===== src/rtl/decodificador_hamming.sv =====
// rtl/decodificador_hamming.sv - Hamming(7,4) SEC decoder, 2-stage valid/ready pipeline
module decodificador_hamming #(
    parameter int ANCHO_CNT = 8
) (
    input  logic                 clk,
    input  logic                 rst,
    input  logic [6:0]           cod_in,
    input  logic                 in_valid,
    output logic                 in_ready,
    output logic [3:0]           datos_out,
    output logic [2:0]           sindrome,
    output logic                 error_det,
    output logic                 out_valid,
    input  logic                 out_ready,
    input  logic                 borrar_cnt,
    output logic [ANCHO_CNT-1:0] contador_err
);

    logic                 v1_q, v1_d;
    logic [6:0]           cod1_q, cod1_d;
    logic                 out_valid_q, out_valid_d;
    logic [3:0]           datos_q, datos_d;
    logic [2:0]           sind_q, sind_d;
    logic                 err_q, err_d;
    logic [ANCHO_CNT-1:0] cnt_q, cnt_d;

    logic       s2_ready, s1_ready, in_fire, s2_load, out_fire;
    logic [2:0] syn;
    logic [6:0] corregido;

    always_comb begin
        s2_ready = !out_valid_q || out_ready;
        s1_ready = !v1_q || s2_ready;
        in_fire  = in_valid && s1_ready;
        s2_load  = v1_q && s2_ready;
        out_fire = out_valid_q && out_ready;

        syn[0] = cod1_q[0] ^ cod1_q[2] ^ cod1_q[4] ^ cod1_q[6];
        syn[1] = cod1_q[1] ^ cod1_q[2] ^ cod1_q[5] ^ cod1_q[6];
        syn[2] = cod1_q[3] ^ cod1_q[4] ^ cod1_q[5] ^ cod1_q[6];
        // Syndrome is the 1-based position of the flipped bit
        corregido = cod1_q;
        if (syn != 3'd0) begin
            corregido = cod1_q ^ (7'd1 << (syn - 3'd1));
        end

        v1_d   = v1_q;
        cod1_d = cod1_q;
        if (in_fire) begin
            v1_d   = 1'b1;
            cod1_d = cod_in;
        end else if (s2_load) begin
            v1_d = 1'b0;
        end

        out_valid_d = out_valid_q;
        datos_d     = datos_q;
        sind_d      = sind_q;
        err_d       = err_q;
        if (s2_ready) begin
            out_valid_d = v1_q;
        end
        if (s2_load) begin
            datos_d = {corregido[6], corregido[5], corregido[4], corregido[2]};
            sind_d  = syn;
            err_d   = (syn != 3'd0);
        end

        // Clear wins over a simultaneous increment; saturate instead of wrapping
        cnt_d = cnt_q;
        if (borrar_cnt) begin
            cnt_d = '0;
        end else if (out_fire && err_q && (cnt_q != {ANCHO_CNT{1'b1}})) begin
            cnt_d = cnt_q + ANCHO_CNT'(1);
        end
    end

    always_ff @(posedge clk or posedge rst) begin
        if (rst) begin
            v1_q        <= 1'b0;
            cod1_q      <= 7'd0;
            out_valid_q <= 1'b0;
            datos_q     <= 4'd0;
            sind_q      <= 3'd0;
            err_q       <= 1'b0;
            cnt_q       <= '0;
        end else begin
            v1_q        <= v1_d;
            cod1_q      <= cod1_d;
            out_valid_q <= out_valid_d;
            datos_q     <= datos_d;
            sind_q      <= sind_d;
            err_q       <= err_d;
            cnt_q       <= cnt_d;
        end
    end

    assign in_ready     = s1_ready;
    assign out_valid    = out_valid_q;
    assign datos_out    = datos_q;
    assign sindrome     = sind_q;
    assign error_det    = err_q;
    assign contador_err = cnt_q;

endmodule

===== config.mk =====
export PLATFORM = sky130hd
export DESIGN_NAME = decodificador_hamming
export DESIGN_NICKNAME = d
export VERILOG_FILES = /design/src/rtl/decodificador_hamming.sv
export SDC_FILE = /design/constraint.sdc
export NUM_CORES = 1
export LEC_CHECK = 0
export CORE_UTILIZATION = 50
export CTS_BUF_LIST = sky130_fd_sc_hd__clkbuf_4
export DETAILED_ROUTE_END_ITERATION = 10
export PLACE_DENSITY = 0.86
export SLEW_MARGIN = 20
export SYNTH_ARGS = -nofsm -noshare
export SYNTH_HDL_FRONTEND = slang
export SYNTH_SLANG_ARGS = --single-unit

===== constraint.sdc =====
create_clock -name clk -period 4.6 [get_ports clk]
set_clock_uncertainty 0.05 [all_clocks]
set_input_delay 0.69 -clock clk [delete_from_list [all_inputs] [get_ports clk]]
set_output_delay 0.69 -clock clk [all_outputs]
set_load 0.03 [all_outputs]

==> out/metrics.csv <==
metric,value,unit
worstMarginPinSlew,890.2,ps
timing.fmax,363.6,MHz
final_util,69.93,%
row_count,17,
drv_slew,0,
first_global_vias,884,
coreArea,2276,µm²
status,"complete, no violations",
drt_iter0_drc,13,
power.leakage,0.6579,nW
cts.path.max_buffers,2,
hold_class,reg2reg,
fill_cells,179,
viasPerCell,5.474,
drtAntennaViolNets,0,
clockRootBuffer,clkbuf_4,
synth_edf_count,0,
vias,947,
ios,30,
ff2ff_path_depth,7,
clk_pin_slew_worst_paths,120,ps
wl_met2,1.004,mm
synth_area_leaders,"dfrtp_1 50%, mux2_2 7.2%, xor2_1 4.9%",
power_density,461.4,nW/µm²
synth_commonest_cells,"25 x dfrtp_1, 12 x nor2_1, 8 x mux2_2, 8 x nand2_1, 7 x xor2_1",
post_cts_buffers,0,
yosys_warnings,0,
cts.htree.levels,1,
top_layer_used,met4,
synth.avg_cell_area,10.91,µm²
layout.nets,160,
wl_per_cell,12.47,µm
critPathMaxFanout,3,
syn2layout_area_growth,27.97,%
hp-start,sindrome[0],
die_height,51.88,µm
finalSetupViolCount,0,
grt_max_degree,26,
setup.worst_path.end_class,primary output,
ys_ff_latch,25,
drive_gt1_share,10.34,%
antenna_found_initial,0,
yosys.area.top_type_share,50.30,%
cts_resized,0,
timing.final.crit_share,59.78,%
period_needed,2750,ps
tritoncts,built,
relSlewSlack,40.59,%
vdd_drop_max,363.0,µV
ys_seq_area_share,50.30,%
maxCapViolations,0,
reg2reg_from,cod1_q[2],
grt_pass1_wl,3.760,mm
netlist_instances,114,
place_area,1562,µm²
critPathLaunch,out_ready,
cts.sinks,25,
start_util,54.65,%
drt-met1-wl,1.037,mm
hold_buffers,0,
place_congestion,0.8213,
fp.dieArea,2691,µm²
firstDrtPassIters,4,
netlist_area,1244,µm²
pre_cts_ws,1848,ps
worstPathRequired,3860,ps
synth.distinct_cells,29,
async_flop_share,100.0,%
clock_latency,310,ps
drc,0,
synth_top_cell_by_area,dfrtp_1,
synthesis.nets,128,
rsz0062_at_grt,false,
port-buffer-count,29,
diodes,0,
stdcell_area,1592,µm²
worstPathArrival,2010,ps
drt-total-wl,2.158,mm
numCtsBuffers,3,
hold_violations,0,
track_usage,19.39,%
wl_met3,75,µm
fin_setup_tns,0,ps
start_kind,input port,
place_hpwl,1.745,mm
fin_ws,1850,ps
whs_path_depth,2,
synth_flop_cell,dfrtp_1,
critical_path_class,in2out,
die_x,51.88,µm
post-synth-top-count-cell,dfrtp_1,
overflow,0,
==> report_power, final <==
group / total, mW / internal, mW / switching (mW) / leakage [nW]
logic: 0.337 / 0.145 / 0.191 / 0.333
registers: 0.297 / 0.263 / 0.0341 / 0.307
clock network: 0.101 / 0.0398 / 0.0607 / 0.0184
==> final timing paths <==
kind                       slack [ps]           end
max                              1850      in_ready
min                               440   sindrome[0]
max reg2reg                      2190  datos_out[1]
min reg2reg                       440   sindrome[0]
max in group asynchronous        3150     error_det
min in group asynchronous         810     cod1_q[5]
==> stage by stage <==
| stage | hold slack [ps] | power (mW) | instances |
|---|---|---|---|
| detailed placement | 420.8 | 0.6386 | 169 |
| finish | 442.7 | 0.7344 | 173 |
| floorplan | 421.1 | 0.5237 | 114 |
| CTS | 449.0 | 0.7368 | 173 |
| global placement | 415.4 | 0.6272 | 169 |
| global route | 473.1 | 0.7866 | 173 |
==> metal layers <==
layer	global-route usage (%)	vias to the layer above
met5	0	-
met4	9.459	0
met3	2.632	5
met2	30.98	23
met1	25.71	444
li1	-	475
==> placed cells by master, fill, tap and decap left out, types with 2 or more instances in the layout <==
master,netlist,layout
xnor2_1,6,6
ha_1,2,2
or4_1,5,5
dfrtp_1,25,25
mux2_2,8,8
and3_1,3,3
o31ai_1,5,5
xor2_1,7,7
nand2_1,8,8
o211ai_1,3,3
nand2b_1,4,4
a31oi_1,4,4
inv_1,2,2
clkbuf_4,0,4
nor2_1,12,12
o21ai_0,4,4
nand3_1,2,2
clkdlybuf4s50_1,0,29
==> logic make-up after synthesis <==
kind of cell	synth area share, %
flops	50.30
simple gates	17.41
fa+ha+maj	2.012
xor+xnor	11.77
mux	8.049
compound gates	9.255
buf+inv	1.208
==> registers in the layout, indices dropped and copies added, names as in the netlist <==
name	count
cod1_q	7
contador_err	8
datos_out	4
error_det	1
out_valid	1
sindrome	3
v1_q	1
==> cell type report <==
| cell class | instances | area (µm²) | share of cell area, % |
|---|---|---|---|
| Tap cell | 28 | 35.03 | 2.201 |
| Timing Repair Buffer | 29 | 290.3 | 18.24 |
| Sequential cell | 25 | 625.6 | 39.31 |
| Inverter | 2 | 7.507 | 0.4717 |
| Clock buffer | 4 | 30.03 | 1.887 |
| Multi-Input combinational cell | 85 | 603.1 | 37.89 |
==> worst max-delay path, cell delays in order <==
cell and delay, ps:
clkdlybuf4s50_1 480, nand3b_1 150, clkdlybuf4s50_1 690
(Power assumes the default switching activity.)
